File: config.mk
export PLATFORM = sky130hd
export DESIGN_NAME = flp_mul_wbq
export DESIGN_NICKNAME = d
export VERILOG_FILES = /design/src/rtl/flp_mul_wbq.sv
export SDC_FILE = /design/constraint.sdc
export NUM_CORES = 1
export LEC_CHECK = 0
export CORE_MARGIN = 5
export CORE_UTILIZATION = 61
export CTS_CLUSTER_DIAMETER = 40
export CTS_CLUSTER_SIZE = 28
export DETAILED_ROUTE_END_ITERATION = 8
export GPL_ROUTABILITY_DRIVEN = 0
export PLACE_DENSITY = 0.92
export RECOVER_POWER = 50
export SLEW_MARGIN = 20
export SYNTH_ARGS = -nofsm -noshare
export SYNTH_HDL_FRONTEND = slang
export SYNTH_SLANG_ARGS = --single-unit
File: constraint.sdc
create_clock -name clk -period 4.1 [get_ports clk]
set_input_delay 0.615 -clock clk [delete_from_list [all_inputs] [get_ports clk]]
set_output_delay 0.615 -clock clk [all_outputs]
set_load 0.01 [all_outputs]
File: src/rtl/flp_mul_wbq.sv
`default_nettype none
// ============================================================================
//  Module   : flp_mul_wbq
//  Purpose  : Write-back queue behind the floating-point multiplier. Buffers
//             packed products with their destination tags, classifies each
//             product (NaN / Inf / zero) as it is pushed, and accumulates a
//             sticky record of every class seen since the last clear.
//  Ports    : clk, nrst          clock, asynchronous active-low reset
//             i_p, i_tag,        producer side: product, tag, valid;
//             i_valid, o_ready   accepted when i_valid & o_ready
//             o_p, o_tag,        consumer side: head entry and its class
//             o_flags, o_valid,  {nan, inf, zero}; popped when
//             i_ready            o_valid & i_ready
//             o_count            occupied entries
//             o_sticky, i_clr    accumulated {nan, inf, zero}, clear
//  Revision : 1.0  initial release
// ============================================================================
module flp_mul_wbq #(
  parameter  int EWIDTH = 8,
  parameter  int SWIDTH = 23,
  parameter  int DEPTH  = 4,
  parameter  int TWIDTH = 4,
  localparam int FWIDTH = 1 + EWIDTH + SWIDTH,
  localparam int AW     = $clog2(DEPTH)
) (
  input  logic              clk,
  input  logic              nrst,
  input  logic [FWIDTH-1:0] i_p,
  input  logic [TWIDTH-1:0] i_tag,
  input  logic              i_valid,
  output logic              o_ready,
  output logic [FWIDTH-1:0] o_p,
  output logic [TWIDTH-1:0] o_tag,
  output logic [2:0]        o_flags,
  output logic              o_valid,
  input  logic              i_ready,
  output logic [AW:0]       o_count,
  output logic [2:0]        o_sticky,
  input  logic              i_clr
);

  localparam int          CW      = AW + 1;
  localparam logic [AW:0] c_depth = CW'(DEPTH);

  logic [FWIDTH-1:0] r_p_mem    [DEPTH];
  logic [TWIDTH-1:0] r_tag_mem  [DEPTH];
  logic [2:0]        r_flag_mem [DEPTH];
  logic [AW-1:0]     r_wr_ptr;
  logic [AW-1:0]     r_rd_ptr;
  logic [AW:0]       r_count;
  logic [2:0]        r_sticky;

  logic              w_push;
  logic              w_pop;
  logic [EWIDTH-1:0] w_exp;
  logic              w_exp_ones;
  logic              w_exp_zero;
  logic              w_sig_nz;
  logic [2:0]        w_class;

  // Handshakes are derived only from registered occupancy, so a full queue
  // never accepts in the same cycle it pops (no combinational pass-through).
  assign o_ready = (r_count != c_depth);
  assign o_valid = (r_count != '0);
  assign w_push  = i_valid & o_ready;
  assign w_pop   = o_valid & i_ready;

  // Classification of the incoming product; denormals count as zero, so the
  // three classes are mutually exclusive.
  assign w_exp      = i_p[FWIDTH-2 -: EWIDTH];
  assign w_exp_ones = &w_exp;
  assign w_exp_zero = ~|w_exp;
  assign w_sig_nz   = |i_p[SWIDTH-1:0];
  assign w_class    = {w_exp_ones & w_sig_nz, w_exp_ones & ~w_sig_nz, w_exp_zero};

  // Entry storage is reset so the head outputs are defined even when empty.
  always_ff @(posedge clk or negedge nrst) begin
    if (!nrst) begin
      for (int i = 0; i < DEPTH; i++) begin
        r_p_mem[i]    <= '0;
        r_tag_mem[i]  <= '0;
        r_flag_mem[i] <= '0;
      end
    end else if (w_push) begin
      r_p_mem[r_wr_ptr]    <= i_p;
      r_tag_mem[r_wr_ptr]  <= i_tag;
      r_flag_mem[r_wr_ptr] <= w_class;
    end
  end

  // Pointers wrap naturally at DEPTH because DEPTH is a power of two.
  always_ff @(posedge clk or negedge nrst) begin
    if (!nrst) begin
      r_wr_ptr <= '0;
      r_rd_ptr <= '0;
      r_count  <= '0;
    end else begin
      if (w_push) r_wr_ptr <= r_wr_ptr + AW'(1);
      if (w_pop)  r_rd_ptr <= r_rd_ptr + AW'(1);
      case ({w_push, w_pop})
        2'b10:   r_count <= r_count + CW'(1);
        2'b01:   r_count <= r_count - CW'(1);
        default: r_count <= r_count;
      endcase
    end
  end

  // A push in the same cycle as a clear still records its class: the clear
  // drops history, the new entry's class is then ORed in.
  always_ff @(posedge clk or negedge nrst) begin
    if (!nrst) begin
      r_sticky <= '0;
    end else if (w_push) begin
      r_sticky <= (i_clr ? 3'b000 : r_sticky) | w_class;
    end else if (i_clr) begin
      r_sticky <= 3'b000;
    end
  end

  assign o_p      = r_p_mem[r_rd_ptr];
  assign o_tag    = r_tag_mem[r_rd_ptr];
  assign o_flags  = r_flag_mem[r_rd_ptr];
  assign o_count  = r_count;
  assign o_sticky = r_sticky;

endmodule
`default_nettype wire

==> results of run 1 <==
-- synth_stat cells, types with 4 or more instances --
cell type                   n  area (um^2)
sky130_fd_sc_hd__dfrtp_1  166         4150
sky130_fd_sc_hd__mux2_2    74          833
sky130_fd_sc_hd__mux2_4    67         1010
sky130_fd_sc_hd__mux4_2    39          878
sky130_fd_sc_hd__buf_8     13          195
sky130_fd_sc_hd__nand2_1   11         41.3
sky130_fd_sc_hd__inv_1      8         30.0
sky130_fd_sc_hd__mux2_1     8         90.1
sky130_fd_sc_hd__nor4_1     7         43.8
sky130_fd_sc_hd__ha_1       5         62.6
sky130_fd_sc_hd__buf_2      4         20.0
sky130_fd_sc_hd__nand3_4    4         70.1
sky130_fd_sc_hd__o21ai_0    4         20.0
sky130_fd_sc_hd__o41ai_1    4         35.0
-- worst min path at each step --
stage	endpoint	slack, ps	cells past startpoint
after detailed placement	r_flag_mem[8]$_DFFE_PN0P_	470	2
after CTS	r_p_mem[111]$_DFFE_PN0P_	410	1
after global placement	r_flag_mem[2]$_DFFE_PN0P_	450	2
after floorplan	o_count[0]$_DFFE_PN0P_	320	0
final	r_p_mem[109]$_DFFE_PN0P_	310	1
after global routing	r_p_mem[109]$_DFFE_PN0P_	400	1
-- power breakdown --
| group | total [mW] | internal [mW] | switching [mW] |
|---|---|---|---|
| clock | 1.62 | 1.01 | 0.612 |
| sequential | 2.94 | 2.42 | 0.525 |
| combinational | 3.50 | 2.28 | 1.22 |
-- cell type report --
cell class              instances  area, um^2  area share
clock inverters                 7        88.8     0.00967
inverters                       8        30.0     0.00327
repair buffers                 90         910      0.0990
clock buffers                  25         526      0.0572
multi-input cells             246        3260       0.355
flip-flops and latches        166        4160       0.452
well taps                     172         215      0.0234
-- cells by family (layout without fill, tap and decap cells) --
family | after synthesis | after routing | share of synthesized area
AOI/OAI and AO/OA | 11 | 11 | 0.0108
xor gates and xnor gates | 6 | 6 | 0.00677
adders and majority gates | 6 | 6 | 0.0106
buffers and inverters | 34 | 130 | 0.0432
DFF | 166 | 166 | 0.535
muxes | 189 | 189 | 0.363
and+or+nand+nor | 34 | 34 | 0.0312
-- per-layer routing --
layer | routed length (um) | track usage | vias up
li1 | - | - | 1829
met1 | 6800 | 0.305 | 2281
met2 | 8200 | 0.386 | 94
met3 | 677 | 0.0553 | 12
met4 | 119 | 0.0546 | 0
met5 | 0 | 0 | -
-- sequential cells by signal (all words and copies together), names as in the netlist --
name	count
r_rd_ptr	2
o_sticky	3
r_tag_mem	16
r_wr_ptr	2
o_count	3
r_flag_mem	12
r_p_mem	128
-- metrics by stage --
| step | utilization | hold slack (ps) |
|---|---|---|
| global route | 0.731 | 400 |
| finish | 0.731 | 311 |
| floorplan | - | 319 |
| CTS | 0.732 | 408 |
| global placement | 0.683 | 450 |
| detailed placement | 0.683 | 466 |
==> impl_results.html, run 1 <==
<table>
<tr><th>Metric</th><th>Value</th></tr>
<tr><th colspan="2">Finish</th></tr>
<tr><td>Commonest cells after routing, fill and taps aside</td><td>sky130_fd_sc_hd__dfrtp_1, sky130_fd_sc_hd__clkdlybuf4s50_1, sky130_fd_sc_hd__mux2_2</td></tr>
<tr><td>Number of nets at the end of the flow</td><td>576</td></tr>
<tr><td>Most common cell after layout, fill and taps aside</td><td>sky130_fd_sc_hd__dfrtp_1</td></tr>
<tr><td>Filler cells</td><td>786</td></tr>
<tr><td>Post-route non-filler standard cell count</td><td>714</td></tr>
<tr><td>Antenna diode count</td><td>0</td></tr>
<tr><td>Fraction of final layout cells with drive strength greater than 1</td><td>0.411</td></tr>
<tr><td>Final non-filler cell area</td><td>9190 um^2</td></tr>
<tr><td>Area added between synthesis and finish</td><td>18.2%</td></tr>
<tr><th colspan="2">Run</th></tr>
<tr><td>Max-capacitance violation count</td><td>1</td></tr>
<tr><th colspan="2">Synthesis</th></tr>
<tr><td>Dominant synthesized flop cell</td><td>sky130_fd_sc_hd__dfrtp_1</td></tr>
<tr><td>Flip-flop and latch count after synthesis</td><td>166</td></tr>
<tr><td>Post-synth EDFFs</td><td>0</td></tr>
<tr><td>Number of warnings printed during yosys synthesis</td><td>0</td></tr>
<tr><td>Number of distinct standard cells referenced by the synthesized netlist</td><td>33</td></tr>
<tr><td>Seq/Total Area, Yosys</td><td>0.535</td></tr>
<tr><td>Syn Nets</td><td>493</td></tr>
<tr><td>Share of async-settable or async-resettable flops after synthesis</td><td>1.00</td></tr>
<tr><td>Netlist Area Pre-Place</td><td>7770 um^2</td></tr>
<tr><td>Cell count after synthesis</td><td>446</td></tr>
<tr><td>Mean Syn Cell Area</td><td>17.4 um^2</td></tr>
<tr><th colspan="2">Worst setup path</th></tr>
<tr><td>Critical Path Fanout Max</td><td>40</td></tr>
<tr><td>Data required time at the worst endpoint</td><td>3480 ps</td></tr>
<tr><td>Critical Path Start</td><td>r_rd_ptr[1]$_DFFE_PN0P_</td></tr>
<tr><td>Worst stage delay on the critical path</td><td>1090 ps</td></tr>
<tr><td>Nature of the critical path startpoint</td><td>register</td></tr>
<tr><td>Ordered cell list for the critical path</td><td>mux4_2 &gt; clkdlybuf4s50_1</td></tr>
<tr><td>Cell depth of the worst setup path</td><td>2</td></tr>
<tr><td>Critical path class</td><td>reg -&gt; out</td></tr>
<tr><td>Startpoint of the lowest-slack register-to-register path</td><td>o_count[2]$_DFFE_PN0P_</td></tr>
<tr><td>Dominant delay contributor by cell family on the critical path</td><td>flip-flops</td></tr>
<tr><td>Worst R2R Setup Slack</td><td>1230 ps</td></tr>
<tr><td>Worst reg2reg endpoint</td><td>r_p_mem[69]$_DFFE_PN0P_</td></tr>
<tr><td>Crit path buffers/inverters</td><td>1</td></tr>
<tr><td>Length in cells of the worst reg-to-reg path</td><td>3</td></tr>
<tr><td>Cell with the largest stage delay on the worst path</td><td>sky130_fd_sc_hd__dfrtp_2</td></tr>
<tr><td>Destination of the critical timing path</td><td>o_flags[2]</td></tr>
<tr><td>Data arrival at the endpoint of the critical path</td><td>2500 ps</td></tr>
<tr><td>Nature of the critical path endpoint</td><td>primary output</td></tr>
<tr><th colspan="2">Floorplan</th></tr>
<tr><td>Starting density of the core</td><td>0.618</td></tr>
<tr><td>Area enclosed by the die boundary</td><td>15100 um^2</td></tr>
<tr><td>Count of pins on the block boundary</td><td>88</td></tr>
<tr><td>Die X</td><td>123 um</td></tr>
<tr><td>Row count</td><td>41</td></tr>
<tr><td>Die extent in y</td><td>123 um</td></tr>
<tr><td>Core box area</td><td>12600 um^2</td></tr>
<tr><th colspan="2">Route</th></tr>
<tr><td>Average detailed-routed wire length per instance</td><td>22.1 um</td></tr>
<tr><td>WL final</td><td>15.8 mm</td></tr>
<tr><td>Antenna-violating nets left</td><td>0</td></tr>
<tr><td>Detailed Routing Iterations Pass 1</td><td>4</td></tr>
<tr><td>Vias after detailed routing</td><td>4216</td></tr>
<tr><td>First DRT Iteration DRCs</td><td>263</td></tr>
<tr><td>Post-route DRC</td><td>0</td></tr>
<tr><td>Vias per std cell</td><td>5.90</td></tr>
<tr><th colspan="2">Status</th></tr>
<tr><td>Outcome</td><td>finished with violations</td></tr>
<tr><td>Violations in the final reports</td><td>max-capacitance violations</td></tr>
<tr><th colspan="2">Power</th></tr>
<tr><td>Peak supply drop</td><td>626 uV</td></tr>
<tr><td>Total power of the final layout</td><td>8.07 mW</td></tr>
<tr><td>Static leakage</td><td>4.06 nW</td></tr>
<tr><td>Power density cells</td><td>878 nW/um^2</td></tr>
<tr><th colspan="2">Clock tree</th></tr>
<tr><td>Clk pin slew, worst setup/hold paths</td><td>60 ps</td></tr>
<tr><td>Root buffer selected by CTS</td><td>sky130_fd_sc_hd__clkbuf_16</td></tr>
<tr><td>TritonCTS Buffers</td><td>17</td></tr>
<tr><td>Post_cts resized</td><td>0</td></tr>
<tr><td>Hold-fix buffers, CTS</td><td>0</td></tr>
<tr><td>Number of sinks handled by clock tree synthesis</td><td>166</td></tr>
<tr><td>CTS tree</td><td>done</td></tr>
<tr><td>Number of buffers on the longest clock path</td><td>2</td></tr>
<tr><td>Clock latency reported for the late side of the worst-skew pair</td><td>420 ps</td></tr>
<tr><td>Number of setup buffers added after CTS</td><td>0</td></tr>
<tr><td>CTS H-Tree Depth</td><td>4</td></tr>
<tr><th colspan="2">STA</th></tr>
<tr><td>Setup_tns</td><td>0 ps</td></tr>
<tr><td>Setup WS post-layout</td><td>982 ps</td></tr>
<tr><td>Fmax</td><td>321 MHz</td></tr>
<tr><td>Worst Tran Pin Value</td><td>1490 ps</td></tr>
<tr><td>Final Hold Violating Endpoints</td><td>0</td></tr>
<tr><td>Clock tree skew after final layout</td><td>5.55 ps</td></tr>
<tr><td>Post-layout minimum cycle time</td><td>3120 ps</td></tr>
<tr><td>Slew margin rel.</td><td>0.00807</td></tr>
<tr><td>RSZ-0062 raised after global routing</td><td>false</td></tr>
<tr><td>Count of final setup violators</td><td>0</td></tr>
<tr><td>Final clock period utilization by the worst path</td><td>0.761</td></tr>
<tr><td>Max-slew violations</td><td>0</td></tr>
<tr><th colspan="2">GRT</th></tr>
<tr><td>Pin count of the biggest net entering global routing</td><td>121</td></tr>
<tr><td>Global-route wire length before repair</td><td>26.1 mm</td></tr>
<tr><td>Leftover overflow at the end of global routing</td><td>0</td></tr>
<tr><td>Vias in the first global route</td><td>4816</td></tr>
<tr><td>Antenna violations before repair</td><td>0</td></tr>
<tr><td>Total GRT Usage</td><td>0.230</td></tr>
<tr><th colspan="2">Placement</th></tr>
<tr><td>Number of buffer cells added on primary ports</td><td>87</td></tr>
<tr><td>Half-perimeter wire length after placement</td><td>9.68 mm</td></tr>
<tr><td>Placed Cells</td><td>682</td></tr>
<tr><td>Placed cell area</td><td>8590 um^2</td></tr>
<tr><td>Dpl ws</td><td>1270 ps</td></tr>
<tr><th colspan="2">Hold path</th></tr>
<tr><td>Worst hold path class</td><td>in -&gt; async</td></tr>
</table>
(Power assumes the default switching activity.)
==> run 2: changes to the inputs <==
CORE_UTILIZATION = 51   (was 61)
PLACE_DENSITY = 0.82   (was 0.92)
clock period = 2.6 ns   (was 4.1 ns; I/O delays follow)
==> run 2 against run 1 <==
Compared with the run above: the flow finishes with violations (max-capacitance violations, max-slew violations); routed wire length grew 5.0%; clock power increased by 82%; setup slack worse by 910 ps; sequential power increased by 53%; clock-buffer cell count decreased by 5; via count rose by 1.9%; clock skew is essentially flat; cell area is 2.7% higher; non-clock buffer count rose by 16; global-route usage fell by 3.6 points; first-iteration DRC count up 3.8%.
==> impl_results.html, run 2 (synthesized netlist as in run 1, its figures left out) <==
<table>
<tr><th>Metric</th><th>Value</th></tr>
<tr><th colspan="2">Worst setup path</th></tr>
<tr><td>Critical Path Fanout Max</td><td>17 (was 40)</td></tr>
<tr><td>Ordered cell list for the critical path</td><td>buf_16 &gt; mux4_2 &gt; clkdlybuf4s50_1 (was mux4_2 &gt; clkdlybuf4s50_1)</td></tr>
<tr><td>Dominant delay contributor by cell family on the critical path</td><td>buffers and inverters (was flip-flops)</td></tr>
<tr><td>Nature of the critical path startpoint</td><td>register (unchanged)</td></tr>
<tr><td>Worst stage delay on the critical path</td><td>520 ps (was 1090 ps)</td></tr>
<tr><td>Crit path buffers/inverters</td><td>2 (was 1)</td></tr>
<tr><td>Worst R2R Setup Slack</td><td>150 ps (was 1230 ps)</td></tr>
<tr><td>Startpoint of the lowest-slack register-to-register path</td><td>o_count[0]$_DFFE_PN0P_ (was o_count[2]$_DFFE_PN0P_)</td></tr>
<tr><td>Worst reg2reg endpoint</td><td>r_p_mem[100]$_DFFE_PN0P_ (was r_p_mem[69]$_DFFE_PN0P_)</td></tr>
<tr><td>Data required time at the worst endpoint</td><td>2210 ps (was 3480 ps)</td></tr>
<tr><td>Cell with the largest stage delay on the worst path</td><td>sky130_fd_sc_hd__mux4_2 (was sky130_fd_sc_hd__dfrtp_2)</td></tr>
<tr><td>Data arrival at the endpoint of the critical path</td><td>2140 ps (was 2500 ps)</td></tr>
<tr><td>Length in cells of the worst reg-to-reg path</td><td>5 (was 3)</td></tr>
<tr><td>Nature of the critical path endpoint</td><td>primary output (unchanged)</td></tr>
<tr><td>Critical path class</td><td>reg -&gt; out (unchanged)</td></tr>
<tr><th colspan="2">STA</th></tr>
<tr><td>Setup_tns</td><td>0 ps (unchanged)</td></tr>
<tr><td>Count of final setup violators</td><td>0 (unchanged)</td></tr>
<tr><td>Slew margin rel.</td><td>-0.0601 (was 0.00807)</td></tr>
<tr><td>Max-slew violations</td><td>65 (was 0)</td></tr>
<tr><td>Post-layout minimum cycle time</td><td>2530 ps</td></tr>
<tr><td>Final clock period utilization by the worst path</td><td>0.972</td></tr>
<tr><td>Clock tree skew after final layout</td><td>5.98 ps (was 5.55 ps)</td></tr>
<tr><td>Setup WS post-layout</td><td>72.1 ps (was 982 ps)</td></tr>
<tr><td>Final Hold Violating Endpoints</td><td>0 (unchanged)</td></tr>
<tr><td>RSZ-0062 raised after global routing</td><td>false (unchanged)</td></tr>
<tr><td>Fmax</td><td>396 MHz</td></tr>
<tr><td>Worst Tran Pin Value</td><td>1590 ps (was 1490 ps)</td></tr>
<tr><th colspan="2">Finish</th></tr>
<tr><td>Antenna diode count</td><td>0 (unchanged)</td></tr>
<tr><td>Area added between synthesis and finish</td><td>21.4% (was 18.2%)</td></tr>
<tr><td>Filler cells</td><td>1090 (was 786)</td></tr>
<tr><td>Sequential cell area</td><td>4160 um^2 (unchanged)</td></tr>
<tr><td>Total area of multi-input combinational cells</td><td>3260 um^2 (unchanged)</td></tr>
<tr><td>Commonest cells after routing, fill and taps aside</td><td>sky130_fd_sc_hd__dfrtp_1, sky130_fd_sc_hd__mux2_2, sky130_fd_sc_hd__mux2_4 (was sky130_fd_sc_hd__dfrtp_1, sky130_fd_sc_hd__clkdlybuf4s50_1, sky130_fd_sc_hd__mux2_2)</td></tr>
<tr><td>Most common cell after layout, fill and taps aside</td><td>sky130_fd_sc_hd__dfrtp_1 (unchanged)</td></tr>
<tr><td>Register name with the most flops</td><td>r_p_mem (unchanged)</td></tr>
<tr><td>Fraction of final layout cells with drive strength greater than 1</td><td>0.421 (was 0.411)</td></tr>
<tr><td>Number of nets at the end of the flow</td><td>592 (was 576)</td></tr>
<tr><td>Flip-flop count of the largest register, all copies and words added</td><td>128 (unchanged)</td></tr>
<tr><td>Biggest registers after layout</td><td>r_p_mem: 128 flops, r_tag_mem: 16 flops, r_flag_mem: 12 flops (unchanged)</td></tr>
<tr><th colspan="2">Floorplan</th></tr>
<tr><td>Count of pins on the block boundary</td><td>88 (unchanged)</td></tr>
<tr><td>Die X</td><td>133 um (was 123 um)</td></tr>
<tr><td>Die extent in y</td><td>133 um (was 123 um)</td></tr>
<tr><td>Area enclosed by the die boundary</td><td>17800 um^2 (was 15100 um^2)</td></tr>
<tr><td>Row count</td><td>45 (was 41)</td></tr>
<tr><td>Core box area</td><td>15100 um^2 (was 12600 um^2)</td></tr>
<tr><td>Starting density of the core</td><td>0.515 (was 0.618)</td></tr>
<tr><th colspan="2">Power</th></tr>
<tr><td>Part of the total power dissipated in the clock network</td><td>0.225 (was 0.201)</td></tr>
<tr><td>Static leakage</td><td>4.20 nW (was 4.06 nW)</td></tr>
<tr><td>Cell internal pwr</td><td>9.27 mW (was 5.71 mW)</td></tr>
<tr><td>Peak supply drop</td><td>741 uV (was 626 uV)</td></tr>
<tr><td>Combinational share of power</td><td>0.430 (was 0.434)</td></tr>
<tr><td>Power density cells</td><td>1390 nW/um^2 (was 878 nW/um^2)</td></tr>
<tr><td>Sw Share</td><td>0.293 (was 0.292)</td></tr>
<tr><td>Net switching power of the design</td><td>3.83 mW (was 2.36 mW)</td></tr>
<tr><td>Part of the total power dissipated in sequential elements</td><td>0.345 (was 0.365)</td></tr>
<tr><th colspan="2">Hold path</th></tr>
<tr><td>Worst hold path cell count</td><td>2</td></tr>
<tr><td>Hold Path Sink</td><td>r_flag_mem[0]$_DFFE_PN0P_</td></tr>
<tr><td>Worst min-delay path startpoint</td><td>r_flag_mem[0]$_DFFE_PN0P_</td></tr>
<tr><td>Worst hold path class</td><td>reg -&gt; reg (was in -&gt; async)</td></tr>
<tr><th colspan="2">Clock tree</th></tr>
<tr><td>Clock latency reported for the late side of the worst-skew pair</td><td>420 ps (about the same)</td></tr>
<tr><td>Root buffer selected by CTS</td><td>sky130_fd_sc_hd__clkbuf_16 (unchanged)</td></tr>
<tr><td>Number of setup buffers added after CTS</td><td>0 (unchanged)</td></tr>
<tr><td>TritonCTS Buffers</td><td>17 (unchanged)</td></tr>
<tr><td>CTS H-Tree Depth</td><td>4 (unchanged)</td></tr>
<tr><td>Number of buffers on the longest clock path</td><td>2 (unchanged)</td></tr>
<tr><td>CTS tree</td><td>done (unchanged)</td></tr>
<tr><td>Number of sinks handled by clock tree synthesis</td><td>166 (unchanged)</td></tr>
<tr><td>Clk pin slew, worst setup/hold paths</td><td>60 ps (about the same)</td></tr>
<tr><th colspan="2">GRT</th></tr>
<tr><td>Vias in the first global route</td><td>4812 (was 4816)</td></tr>
<tr><td>Leftover overflow at the end of global routing</td><td>0 (unchanged)</td></tr>
<tr><td>Pin count of the biggest net entering global routing</td><td>66 (was 121)</td></tr>
<tr><td>Antenna violations before repair</td><td>0 (unchanged)</td></tr>
<tr><td>Total GRT Usage</td><td>0.194 (was 0.230)</td></tr>
<tr><td>Global-route wire length before repair</td><td>26.7 mm (was 26.1 mm)</td></tr>
<tr><th colspan="2">Route</th></tr>
<tr><td>WL final</td><td>16.6 mm (was 15.8 mm)</td></tr>
<tr><td>Vias per std cell</td><td>5.76 (was 5.90)</td></tr>
<tr><td>Average detailed-routed wire length per instance</td><td>22.2 um (was 22.1 um)</td></tr>
<tr><td>First DRT Iteration DRCs</td><td>273 (was 263)</td></tr>
<tr><td>Vias after detailed routing</td><td>4294 (was 4216)</td></tr>
<tr><td>Antenna-violating nets left</td><td>0 (unchanged)</td></tr>
<tr><td>Detailed Routing Iterations Pass 1</td><td>4 (unchanged)</td></tr>
<tr><td>Post-route DRC</td><td>0 (unchanged)</td></tr>
<tr><th colspan="2">Run</th></tr>
<tr><td>Max-capacitance violation count</td><td>1 (unchanged)</td></tr>
<tr><th colspan="2">Placement</th></tr>
<tr><td>Dpl ws</td><td>167 ps (was 1270 ps)</td></tr>
<tr><td>Half-perimeter wire length after placement</td><td>10.4 mm (was 9.68 mm)</td></tr>
<tr><td>Number of buffer cells added on primary ports</td><td>87 (unchanged)</td></tr>
<tr><th colspan="2">Status</th></tr>
<tr><td>Violations in the final reports</td><td>max-capacitance violations, max-slew violations (was max-capacitance violations)</td></tr>
<tr><td>Outcome</td><td>finished with violations (unchanged)</td></tr>
</table>
run 2: how the worst max path moves through the flow:
stage	startpoint	slack [ps]	depth (start not counted)	to
final	r_rd_ptr[0]$_DFFE_PN0P_	70	3	o_tag[3]
after floorplan	o_count[0]$_DFFE_PN0P_	500	9	o_count[2]$_DFFE_PN0P_
after CTS	r_rd_ptr[0]$_DFFE_PN0P_	3	3	o_tag[3]
after global routing	r_rd_ptr[0]$_DFFE_PN0P_	2	3	o_tag[0]
after detailed placement	i_p[16]	170	5	r_flag_mem[1]$_DFFE_PN0P_
after global placement	i_p[16]	300	5	r_flag_mem[1]$_DFFE_PN0P_
run 2: tightest hold or removal path: stages (launching register included):
cell	delay [ps]
sky130_fd_sc_hd__dfrtp_1	340
sky130_fd_sc_hd__nand2_1	40
sky130_fd_sc_hd__o21ai_0	60
run 2: area by class of cell:
| class | count | share of cell area |
|---|---|---|
| clock inverter | 12 | 0.0263 |
| inverter | 8 | 0.00318 |
| timing repair buffer | 106 | 0.112 |
| clock buffer | 20 | 0.0474 |
| multi-input combinational | 246 | 0.346 |
| sequential | 166 | 0.441 |
| tap | 188 | 0.0249 |
run 2: power by group through the flow:
stage | clock network (mW) | logic [mW] | registers, mW
2_1_floorplan | 0 | 4.03 | 4.26
3_3_place_gp | 0 | 5.76 | 4.40
3_5_place_dp | 0 | 5.87 | 4.51
4_1_cts | 3.00 | 5.74 | 4.49
5_1_grt | 3.11 | 6.01 | 4.64
6_report | 2.95 | 5.64 | 4.51
run 2: what timing repair did:
item | CTS | global route
cloned | 0 | 1
endpoints found under the hold margin | 62 | 0
setup endpoints to repair | 17 | 15
hold buffers | 1 | 0
resized for setup | 17 | 2
run 2: metrics by stage:
step / cell area (um^2) / hold WS [ps] / total power [mW] / cells / utilization
6_report: 9430 / 484 / 13.1 / 746 / 0.625
5_1_grt: 9430 / 512 / 13.8 / 746 / 0.625
4_1_cts: 9450 / 485 / 13.2 / 745 / 0.626
3_5_place_dp: 8760 / 415 / 10.4 / 712 / 0.581
3_3_place_gp: 8760 / 401 / 10.2 / 712 / 0.581
2_1_floorplan: 7770 / 94.4 / 8.29 / 446 / -
run 2: per-layer routing:
metal,track usage,vias up,part of all wire
met1,0.252,2284,0.43
li1,-,1863,-
met2,0.321,134,0.50
met3,0.0582,13,0.059
met5,0,-,0
met4,0.0503,0,0.010
==> run 3: changes to the inputs <==
TNS_END_PERCENT = 50   (was not set)
==> run 3 against run 2 <==
Compared with the run above: the run still ends with max-capacitance violations, max-slew violations left; critical path type unchanged; setup slack unchanged; hold slack is the same; non-clock buffer count did not move; largest cell class unchanged; register-to-register slack is essentially flat.
==> impl_results.html, run 3 (synthesized netlist as in run 1, its figures left out) <==
<table>
<tr><th>Metric</th><th>Value</th></tr>
<tr><th colspan="2">STA</th></tr>
<tr><td>Fmax</td><td>396 MHz (unchanged)</td></tr>
<tr><td>Final Hold Violating Endpoints</td><td>0 (unchanged)</td></tr>
<tr><td>Setup WS post-layout</td><td>72.1 ps (unchanged)</td></tr>
<tr><td>Max-slew violations</td><td>65 (unchanged)</td></tr>
<tr><td>Worst Tran Pin Value</td><td>1590 ps (unchanged)</td></tr>
<tr><td>Post-layout minimum cycle time</td><td>2530 ps (unchanged)</td></tr>
<tr><td>Final clock period utilization by the worst path</td><td>0.972 (unchanged)</td></tr>
<tr><td>Slew margin rel.</td><td>-0.0601 (unchanged)</td></tr>
<tr><td>Setup_tns</td><td>0 ps (unchanged)</td></tr>
<tr><td>RSZ-0062 raised after global routing</td><td>false (unchanged)</td></tr>
<tr><td>Count of final setup violators</td><td>0 (unchanged)</td></tr>
<tr><td>Clock tree skew after final layout</td><td>5.98 ps (unchanged)</td></tr>
<tr><th colspan="2">Worst setup path</th></tr>
<tr><td>Nature of the critical path startpoint</td><td>register (unchanged)</td></tr>
<tr><td>Startpoint of the lowest-slack register-to-register path</td><td>o_count[0]$_DFFE_PN0P_ (unchanged)</td></tr>
<tr><td>Critical Path Fanout Max</td><td>17 (unchanged)</td></tr>
<tr><td>Critical path class</td><td>reg -&gt; out (unchanged)</td></tr>
<tr><td>Data required time at the worst endpoint</td><td>2210 ps (about the same)</td></tr>
<tr><td>Nature of the critical path endpoint</td><td>primary output (unchanged)</td></tr>
<tr><td>Critical Path Start</td><td>r_rd_ptr[0]$_DFFE_PN0P_ (unchanged)</td></tr>
<tr><td>Data arrival at the endpoint of the critical path</td><td>2140 ps (about the same)</td></tr>
<tr><th colspan="2">Hold path</th></tr>
<tr><td>Worst hold path class</td><td>reg -&gt; reg (unchanged)</td></tr>
<tr><td>Worst min-delay path startpoint</td><td>r_flag_mem[0]$_DFFE_PN0P_ (unchanged)</td></tr>
<tr><th colspan="2">Route</th></tr>
<tr><td>Vias after detailed routing</td><td>4294 (unchanged)</td></tr>
<tr><td>WL final</td><td>16.6 mm (unchanged)</td></tr>
<tr><td>Detailed Routing Iterations Pass 1</td><td>4 (unchanged)</td></tr>
<tr><td>Vias per std cell</td><td>5.76 (unchanged)</td></tr>
<tr><td>Post-route DRC</td><td>0 (unchanged)</td></tr>
<tr><td>Average detailed-routed wire length per instance</td><td>22.2 um (unchanged)</td></tr>
<tr><td>First DRT Iteration DRCs</td><td>273 (unchanged)</td></tr>
<tr><td>Antenna-violating nets left</td><td>0 (unchanged)</td></tr>
<tr><th colspan="2">GRT</th></tr>
<tr><td>Leftover overflow at the end of global routing</td><td>0 (unchanged)</td></tr>
<tr><td>Antenna violations before repair</td><td>0 (unchanged)</td></tr>
<tr><td>Pin count of the biggest net entering global routing</td><td>66 (unchanged)</td></tr>
<tr><td>Global-route wire length before repair</td><td>26.7 mm (unchanged)</td></tr>
<tr><td>Total GRT Usage</td><td>0.194 (unchanged)</td></tr>
<tr><td>Vias in the first global route</td><td>4812 (unchanged)</td></tr>
<tr><th colspan="2">Finish</th></tr>
<tr><td>Number of nets at the end of the flow</td><td>592 (unchanged)</td></tr>
<tr><td>Final non-filler cell area</td><td>9430 um^2 (unchanged)</td></tr>
<tr><td>Biggest registers after layout</td><td>r_p_mem: 128 flops, r_tag_mem: 16 flops, r_flag_mem: 12 flops (unchanged)</td></tr>
<tr><td>Most common cell after layout, fill and taps aside</td><td>sky130_fd_sc_hd__dfrtp_1 (unchanged)</td></tr>
<tr><td>Flip-flop count of the largest register, all copies and words added</td><td>128 (unchanged)</td></tr>
<tr><td>Fraction of final layout cells with drive strength greater than 1</td><td>0.421 (unchanged)</td></tr>
<tr><td>Area added between synthesis and finish</td><td>21.4% (unchanged)</td></tr>
<tr><td>Filler cells</td><td>1090 (unchanged)</td></tr>
<tr><td>Antenna diode count</td><td>0 (unchanged)</td></tr>
<tr><td>Commonest cells after routing, fill and taps aside</td><td>sky130_fd_sc_hd__dfrtp_1, sky130_fd_sc_hd__mux2_2, sky130_fd_sc_hd__mux2_4 (unchanged)</td></tr>
<tr><td>Register name with the most flops</td><td>r_p_mem (unchanged)</td></tr>
<tr><th colspan="2">Run</th></tr>
<tr><td>Max-capacitance violation count</td><td>1 (unchanged)</td></tr>
<tr><th colspan="2">Placement</th></tr>
<tr><td>Dpl ws</td><td>167 ps (unchanged)</td></tr>
<tr><td>Number of buffer cells added on primary ports</td><td>87 (unchanged)</td></tr>
<tr><td>Half-perimeter wire length after placement</td><td>10.4 mm (unchanged)</td></tr>
<tr><td>Placed cell area</td><td>8760 um^2 (unchanged)</td></tr>
<tr><th colspan="2">Power</th></tr>
<tr><td>Peak supply drop</td><td>741 uV (unchanged)</td></tr>
<tr><td>Power density cells</td><td>1390 nW/um^2 (unchanged)</td></tr>
<tr><td>Static leakage</td><td>4.20 nW (unchanged)</td></tr>
<tr><th colspan="2">Clock tree</th></tr>
<tr><td>CTS H-Tree Depth</td><td>4 (unchanged)</td></tr>
<tr><td>Clk pin slew, worst setup/hold paths</td><td>60 ps (about the same)</td></tr>
<tr><td>CTS tree</td><td>done (unchanged)</td></tr>
<tr><td>Clock latency reported for the late side of the worst-skew pair</td><td>420 ps (about the same)</td></tr>
<tr><td>Number of buffers on the longest clock path</td><td>2 (unchanged)</td></tr>
<tr><td>Number of setup buffers added after CTS</td><td>0 (unchanged)</td></tr>
<tr><td>Root buffer selected by CTS</td><td>sky130_fd_sc_hd__clkbuf_16 (unchanged)</td></tr>
<tr><td>Number of sinks handled by clock tree synthesis</td><td>166 (unchanged)</td></tr>
<tr><td>TritonCTS Buffers</td><td>17 (unchanged)</td></tr>
<tr><th colspan="2">Floorplan</th></tr>
<tr><td>Area enclosed by the die boundary</td><td>17800 um^2 (unchanged)</td></tr>
<tr><td>Row count</td><td>45 (unchanged)</td></tr>
<tr><td>Core box area</td><td>15100 um^2 (unchanged)</td></tr>
<tr><td>Die X</td><td>133 um (unchanged)</td></tr>
<tr><td>Count of pins on the block boundary</td><td>88 (unchanged)</td></tr>
<tr><td>Die extent in y</td><td>133 um (unchanged)</td></tr>
<tr><td>Starting density of the core</td><td>0.515 (unchanged)</td></tr>
<tr><th colspan="2">Status</th></tr>
<tr><td>Outcome</td><td>finished with violations (unchanged)</td></tr>
<tr><td>Violations in the final reports</td><td>max-capacitance violations, max-slew violations (unchanged)</td></tr>
</table>
[run 3: cell counts in the layout (fill, tap and decap cells not counted)]
No cell type changed its count.
[run 3: per-stage QoR]
step           total power [mW]  std cells  hold slack, ps   util
4_1_cts                    13.2        745             485  0.626
3_3_place_gp               10.2        712             401  0.581
6_report                   13.1        746             484  0.625
3_5_place_dp               10.4        712             415  0.581
2_1_floorplan              8.29        446            94.4      -
5_1_grt                    13.8        746             512  0.625
[run 3: worst max-delay path, stage by stage (launching register included)]
cell and delay [ps]:
sky130_fd_sc_hd__dfrtp_2 460, sky130_fd_sc_hd__buf_16 220, sky130_fd_sc_hd__mux4_2 520, sky130_fd_sc_hd__clkdlybuf4s50_1 510
[run 3: final cells by class]
type / instances / area, um^2 / share of cell area
Timing Repair Buffer: 106 / 1050 / 0.112
Clock buffer: 20 / 447 / 0.0474
Clock inverter: 12 / 248 / 0.0263
Sequential cell: 166 / 4160 / 0.441
Tap cell: 188 / 235 / 0.0249
Inverter: 8 / 30.0 / 0.00318
Multi-Input combinational cell: 246 / 3260 / 0.346
[run 3: worst paths after layout]
path / endpoint / cells after the start / slack [ps]
max: o_tag[3] / 3 / 70
min: r_flag_mem[0]$_DFFE_PN0P_ / 2 / 480
max reg2reg: r_p_mem[100]$_DFFE_PN0P_ / 5 / 150
min reg2reg: r_flag_mem[0]$_DFFE_PN0P_ / 2 / 480
max in group asynchronous: r_p_mem[68]$_DFFE_PN0P_ / 3 / 470
min in group asynchronous: r_tag_mem[0]$_DFFE_PN0P_ / 2 / 900
[run 3: what timing repair did]
action	in CTS	in global routing
hold buffers	1	0
endpoints found under the hold margin	62	0
cloned	0	1
setup endpoints to repair	17	15
resized for setup	17	2
[run 3: routing by layer]
metal | GRT usage | vias to the layer above | wire length, um
met5 | 0 | - | 0
met4 | 0.0503 | 0 | 169
met3 | 0.0582 | 13 | 984
met2 | 0.321 | 134 | 8310
met1 | 0.252 | 2284 | 7130
li1 | - | 1863 | -
[run 3: power breakdown]
group	internal (mW)	switching, mW
clock	1.93	1.02
sequential	3.81	0.703
combinational	3.53	2.11
total	9.27	3.83
